<file path="src/rtl/mips32_arb_pkg.sv">
// Shared types and default widths for the MIPS32 instruction/data memory arbiter.
package mips32_arb_pkg;

  localparam int ARB_ADDR_W = 10;
  localparam int ARB_DATA_W = 32;

  typedef enum logic {
    IDLE,
    WAIT_RD
  } arb_state_e;

  typedef enum logic [1:0] {
    NONE,
    FETCH,
    DATA
  } arb_owner_e;

endpackage

</file>
<file path="src/rtl/mips32_arb_prio.sv">
// Fetch/data winner select with fetch anti-starvation counter; purely combinational grants.
// Data wins contention until fetch has lost STARVE_MAX consecutive IDLE arbitrations.
module mips32_arb_prio
  import mips32_arb_pkg::*;
#(
  parameter int STARVE_MAX = 4
) (
  input  logic clk,
  input  logic rst_n,
  input  logic idle,
  input  logic if_req,
  input  logic if_flush,
  input  logic d_req,
  input  logic mem_gnt,
  output logic fetch_win,
  output logic data_win,
  output logic if_gnt,
  output logic d_gnt
);

  localparam int CW = (STARVE_MAX < 1) ? 1 : $clog2(STARVE_MAX + 1);
  localparam logic [CW-1:0] SMAX = CW'(STARVE_MAX);

  logic [CW-1:0] starve_cnt_q, starve_cnt_d;

  always_comb begin
    fetch_win    = idle && if_req && !if_flush && (!d_req || (starve_cnt_q >= SMAX));
    data_win     = idle && d_req && !fetch_win;
    if_gnt       = fetch_win && mem_gnt;
    d_gnt        = data_win && mem_gnt;
    starve_cnt_d = starve_cnt_q;
    // Counter only moves on IDLE arbitration cycles; it holds across WAIT_RD.
    if (idle) begin
      if (!if_req || if_gnt) begin
        starve_cnt_d = '0;
      end else if (d_gnt && (starve_cnt_q < SMAX)) begin
        starve_cnt_d = starve_cnt_q + CW'(1);
      end
    end
  end

  always_ff @(posedge clk or negedge rst_n) begin
    if (!rst_n) begin
      starve_cnt_q <= '0;
    end else begin
      starve_cnt_q <= starve_cnt_d;
    end
  end

endmodule

</file>
<file path="src/rtl/mips32_mem_arbiter.sv">
// Shared I/D memory arbiter: one outstanding read, registered rvalid/rdata (memory latency + 1),
// stores complete on d_gnt. Optional counters under MIPS32_MEM_ARB_STATS_EN.
module mips32_mem_arbiter
  import mips32_arb_pkg::*;
#(
  parameter int ADDR_W     = ARB_ADDR_W,
  parameter int DATA_W     = ARB_DATA_W,
  parameter int STARVE_MAX = 4
) (
  input  logic              clk,
  input  logic              rst_n,
  input  logic              if_req,
  input  logic [ADDR_W-1:0] if_addr,
  input  logic              if_flush,
  output logic              if_gnt,
  output logic              if_rvalid,
  output logic [DATA_W-1:0] if_rdata,
  input  logic              d_req,
  input  logic              d_we,
  input  logic [ADDR_W-1:0] d_addr,
  input  logic [DATA_W-1:0] d_wdata,
  output logic              d_gnt,
  output logic              d_rvalid,
  output logic [DATA_W-1:0] d_rdata,
  output logic              mem_req,
  output logic              mem_we,
  output logic [ADDR_W-1:0] mem_addr,
  output logic [DATA_W-1:0] mem_wdata,
  input  logic              mem_gnt,
  input  logic              mem_rvalid,
  input  logic [DATA_W-1:0] mem_rdata
`ifdef MIPS32_MEM_ARB_STATS_EN
  ,
  output logic [31:0]       stat_if_grants,
  output logic [31:0]       stat_d_grants,
  output logic [31:0]       stat_if_stall
`endif
);

  arb_state_e        state_q;
  arb_owner_e        owner_q;
  logic              discard_q;
  logic              if_rvalid_q, d_rvalid_q;
  logic [DATA_W-1:0] if_rdata_q, d_rdata_q;
  logic              idle, fetch_win, data_win;

  assign idle = (state_q == IDLE);

  mips32_arb_prio #(
    .STARVE_MAX(STARVE_MAX)
  ) u_prio (
    .clk      (clk),
    .rst_n    (rst_n),
    .idle     (idle),
    .if_req   (if_req),
    .if_flush (if_flush),
    .d_req    (d_req),
    .mem_gnt  (mem_gnt),
    .fetch_win(fetch_win),
    .data_win (data_win),
    .if_gnt   (if_gnt),
    .d_gnt    (d_gnt)
  );

  always_comb begin
    mem_req   = fetch_win || data_win;
    mem_we    = data_win && d_we;
    mem_addr  = '0;
    mem_wdata = '0;
    if (fetch_win) begin
      mem_addr = if_addr;
    end else if (data_win) begin
      mem_addr  = d_addr;
      mem_wdata = d_wdata;
    end
  end

  always_ff @(posedge clk or negedge rst_n) begin
    if (!rst_n) begin
      state_q     <= IDLE;
      owner_q     <= NONE;
      discard_q   <= 1'b0;
      if_rvalid_q <= 1'b0;
      d_rvalid_q  <= 1'b0;
      if_rdata_q  <= '0;
      d_rdata_q   <= '0;
    end else begin
      if_rvalid_q <= 1'b0;
      d_rvalid_q  <= 1'b0;
      case (state_q)
        IDLE: begin
          // Responses arriving here are stale and dropped.
          if (if_gnt) begin
            state_q <= WAIT_RD;
            owner_q <= FETCH;
          end else if (d_gnt && !d_we) begin
            state_q <= WAIT_RD;
            owner_q <= DATA;
          end
        end
        WAIT_RD: begin
          if (mem_rvalid) begin
            state_q   <= IDLE;
            owner_q   <= NONE;
            discard_q <= 1'b0;
            // A flush coinciding with the response still kills it.
            if ((owner_q == FETCH) && !discard_q && !if_flush) begin
              if_rvalid_q <= 1'b1;
              if_rdata_q  <= mem_rdata;
            end
            if (owner_q == DATA) begin
              d_rvalid_q <= 1'b1;
              d_rdata_q  <= mem_rdata;
            end
          end else if (if_flush && (owner_q == FETCH)) begin
            discard_q <= 1'b1;
          end
        end
        default: state_q <= IDLE;
      endcase
    end
  end

  assign if_rvalid = if_rvalid_q;
  assign if_rdata  = if_rdata_q;
  assign d_rvalid  = d_rvalid_q;
  assign d_rdata   = d_rdata_q;

`ifdef MIPS32_MEM_ARB_STATS_EN
  logic [31:0] stat_if_grants_q, stat_d_grants_q, stat_if_stall_q;

  always_ff @(posedge clk or negedge rst_n) begin
    if (!rst_n) begin
      stat_if_grants_q <= '0;
      stat_d_grants_q  <= '0;
      stat_if_stall_q  <= '0;
    end else begin
      if (if_gnt)           stat_if_grants_q <= stat_if_grants_q + 32'd1;
      if (d_gnt)            stat_d_grants_q  <= stat_d_grants_q + 32'd1;
      if (if_req && !if_gnt) stat_if_stall_q <= stat_if_stall_q + 32'd1;
    end
  end

  assign stat_if_grants = stat_if_grants_q;
  assign stat_d_grants  = stat_d_grants_q;
  assign stat_if_stall  = stat_if_stall_q;
`endif

endmodule

</file>
<file path="config.mk">
export PLATFORM = sky130hd
export DESIGN_NAME = mips32_mem_arbiter
export DESIGN_NICKNAME = d
export VERILOG_FILES = /design/src/rtl/mips32_arb_pkg.sv /design/src/rtl/mips32_arb_prio.sv /design/src/rtl/mips32_mem_arbiter.sv
export SDC_FILE = /design/constraint.sdc
export NUM_CORES = 1
export LEC_CHECK = 0
export ABC_AREA = 1
export CAP_MARGIN = 20
export CORE_ASPECT_RATIO = 0.5
export CORE_MARGIN = 1.5
export CORE_UTILIZATION = 34
export CTS_CLUSTER_DIAMETER = 60
export DETAILED_ROUTE_END_ITERATION = 10
export HOLD_SLACK_MARGIN = 0.12
export PLACE_DENSITY = 0.81
export SLEW_MARGIN = 15
export SYNTH_ARGS = -nofsm -noshare
export SYNTH_HDL_FRONTEND = slang
export SYNTH_SLANG_ARGS = --single-unit
</file>
<file path="constraint.sdc">
create_clock -name clk -period 1.6 [get_ports clk]
set_input_delay 0.48 -clock clk [delete_from_list [all_inputs] [get_ports clk]]
set_output_delay 0.48 -clock clk [all_outputs]
set_load 0.05 [all_outputs]
</file>
==> flow_metrics.tcl <==
set metrics [dict create \
    crit_slowest_cell "dfrtp_2" \
    finalHoldViolations 0 \
    peakVddDrop_v 0.00105 \
    grt_first_pass_wirelength_um 21800 \
    ys_types 21 \
    ys_seq_area_share_pct 52.1 \
    tightest_slew_ns 0.329 \
    drive_gt1_share_pct 48.5 \
    synthMuxAreaShare_pct 0 \
    grt_max_degree 46 \
    fin_util_pct 84.3 \
    port_buffers 203 \
    synth_area_leader_cell "dfrtp_1" \
    crit_path_frequent_cell "nor2_4" \
    maxSlewHeadroom_pct 78.1 \
    wl_um 17900 \
    io_pins 204 \
    grt_overflow 0 \
    yosys-top-cells-count "nand2_1, inv_1, dfrtp_1" \
    clock_skew_ns 0.00819 \
    fp-row-count 25 \
    drtAntennaViolNets 0 \
    synth_area_sq_mm 0.00351 \
    dp_hpwl_um 9820 \
    gp_congestion 0.834 \
    fill_cells 434 \
    synthMostInstantiatedCell "nand2_1" \
    syn_area_per_cell_sq_um 8.60 \
    clkLatencyLatePin_ns 0.32 \
    reg2regPathDepth 9 \
    power_leakage_nw 3.86 \
    syn_nets 501 \
    synth_compound_area_share_pct 14.1 \
    grt_antenna_before_repair 0 \
    maxCapViolations 0 \
    cp_num_buf_inv 2 \
    critPathArrivalTime_ns 1.63 \
    yosys-top-cells-area "dfrtp_1, o21ai_2, nand2_1" \
    hold_class "register to register" \
    area_growth_pct 134 \
    synth-adder-area-share_pct 0.357 \
    power.clock.fraction_pct 17.8 \
    seq_power_share_pct 26.1 \
    critPathTopFamily "flip-flops" \
    period_share_pct 132 \
    die_y_um 74.8 \
    switching_share_pct 42.2 \
    yosys.area_share.simple_pct 19.9 \
    synthDominantCellAreaShare_pct 52.1 \
    cp-end-kind "primary output" \
    internal_power_mw 6.97 \
    start_util_pct 36.1 \
    fp.dieArea_sq_mm 0.0110 \
    max_freq_ghz 0.474 \
    wl_per_cell_um 22.7 \
    fin_ws_ns -0.509 \
    drtPass1Iterations 4 \
    cts_root_buffer "clkbuf_16" \
    cts_buffer_depth 2 \
    synth_xor_area_share_pct 0.250 \
    reg2reg_slack_ns -0.19 \
    drtIter0Drc 262 \
    hold_depth 2 \
    violations "negative setup slack" \
    core-area_sq_mm 0.00973 \
    reg2reg_from "state_q" \
    ys.flop_type "dfrtp_1" \
    worstPathMaxFanout 6 \
    cts.sinks 73 \
    cts.reportedPaths.clkPinSlew_ns 0.06 \
    h-tree-depth 3 \
    start_kind "register" \
    max_stage_delay_ns 0.47 \
    synth_warnings 0 \
    seq_area_sq_mm 0.00183 \
    cts_buffers 9 \
    antennaDiodeCount 0 \
    finalNetCount 745 \
    synth-async-reset-ratio_pct 100 \
    vias 4114 \
    p_comb_share_pct 56.1 \
    status "finished, violations left" \
    grt_usage_pct 26.7 \
    reg2reg_to "u_prio.starve_cnt_q[2]" \
    cts_tree "built" \
    path_class "register to primary output" \
    synth_top_family_by_area "simple AND/OR/NAND/NOR gates" \
    min_to "if_rdata[0]" \
    rsz0062_at_grt "true" \
    hp-start "if_rdata[0]" \
    crit_chain "nor2_4 > nand2_4 > bufbuf_16 > nor2_4 > buf_12" \
    grt_pass1_vias 3882 \
    p_total_mw 12.1 \
    power_density_mw_per_mm2 1470 \
    setup-violations-final 111 \
    drc 0 \
    die_w_um 147 \
    slew_viol_final 0 \
    critPathRequiredTime_ns 1.12 \
    layout_min_cycle_time_ns 2.11 \
    multi_input_area_sq_mm 0.00178 \
    switchingPower_mw 5.10 \
    viasPerCell 5.20 \
    synth_cells 408 \
    synth_seq_cells 73 \
    synth_edf_count 0 \
]
==> power groups by stage <==
stage	logic [mW]	registers [mW]	clock network (mW)
after global routing	6.95	3.19	2.25
final	6.77	3.15	2.15
after CTS	6.56	3.05	2.13
after global placement	6.29	3.01	0
after detailed placement	6.41	3.05	0
after floorplan	1.26	4.63	0
==> how the worst max path moves through the flow <==
| stage | start | end | slack [ns] | cells past startpoint |
|---|---|---|---|---|
| 3_5_place_dp | d_req | mem_addr[9] | -0.72 | 8 |
| 3_3_place_gp | d_req | mem_addr[0] | -0.67 | 8 |
| 4_1_cts | u_prio.starve_cnt_q[2] | mem_wdata[2] | -0.45 | 8 |
| 5_1_grt | state_q | mem_wdata[2] | -0.53 | 6 |
| 2_1_floorplan | d_req | mem_wdata[10] | -0.13 | 5 |
| 6_report | state_q | mem_wdata[7] | -0.51 | 5 |
==> metrics by stage <==
stage	setup slack (ns)	setup TNS, ns	area, sq um	hold WS [ns]	instances
after global routing	-0.529	-29.10	8210	0.561	791
after CTS	-0.447	-18.29	7830	0.518	781
final	-0.509	-25.46	8210	0.542	791
after floorplan	-0.130	-4.59	3900	0.184	408
after detailed placement	-0.718	-48.71	7310	0.409	757
after global placement	-0.666	-43.53	7310	0.397	757
==> layout make-up <==
class                      count  share of cell area [%]
clock buffer                  12                    3.00
clock inverter                 3                   0.793
inverter                      79                    3.75
multi-input combinational    236                    21.6
sequential                    73                    22.3
tap                          135                    2.06
timing repair buffer         253                    46.5
==> worst min-delay path: cells and delay by family, from the launching register on <==
family / cells / cell delay, ns
DFF: 1 / 0.38
and+or+nand+nor: 1 / 0.08
AOI/OAI and AO/OA: 1 / 0.05
==> kinds of logic (layout without fill, tap and decap cells) <==
logic type / Yosys count / count (layout)
AOI/OAI and AO/OA: 67 / 67
adders and majority gates: 1 / 1
xor gates and xnor gates: 1 / 1
buffers and inverters: 99 / 347
DFF: 73 / 73
and+or+nand+nor: 167 / 167
==> metal layers <==
metal,track usage [%],vias to the layer above,part of all wire [%]
met5,0,-,0
met4,9.20,0,5.3
met3,5.64,81,5.5
met2,53.1,231,53
met1,29.0,2054,37
li1,-,1748,-
==> state kept, by name (all words and copies together) (netlist names) <==
signal,flops
owner_q,2
if_rvalid,1
u_prio.starve_cnt_q,3
d_rvalid,1
state_q,1
if_rdata,32
discard_q,1
d_rdata,32
==> layout by cell type, fill, tap and decap left out, drive strengths merged <==
cell,n
buf,157
nand2,93
clkdlybuf4s50,86
inv,77
dfrtp,73
o21ai,65
nor2,41
nand3,24
clkbuf,17
nand4,7
a21oi,2
bufinv,2
clkinv,2
clkdlybuf4s15,2
clkinvlp,1
or2,1
nor3,1
xor2,1
ha,1
bufbuf,1
dlygate4sd3,1
dlymetal6s2s,1
==> repair_timing <==
action | in CTS | in global routing
endpoints found under the setup margin | 51 | 57
pin swaps | 11 | 15
resized for setup | 28 | 62
hold buffers | 1 | 0
setup buffers | 7 | 6
hold endpoints to repair | 12 | 0
gates cloned | 2 | 7
Note: power is estimated with default switching activity, not from simulation.
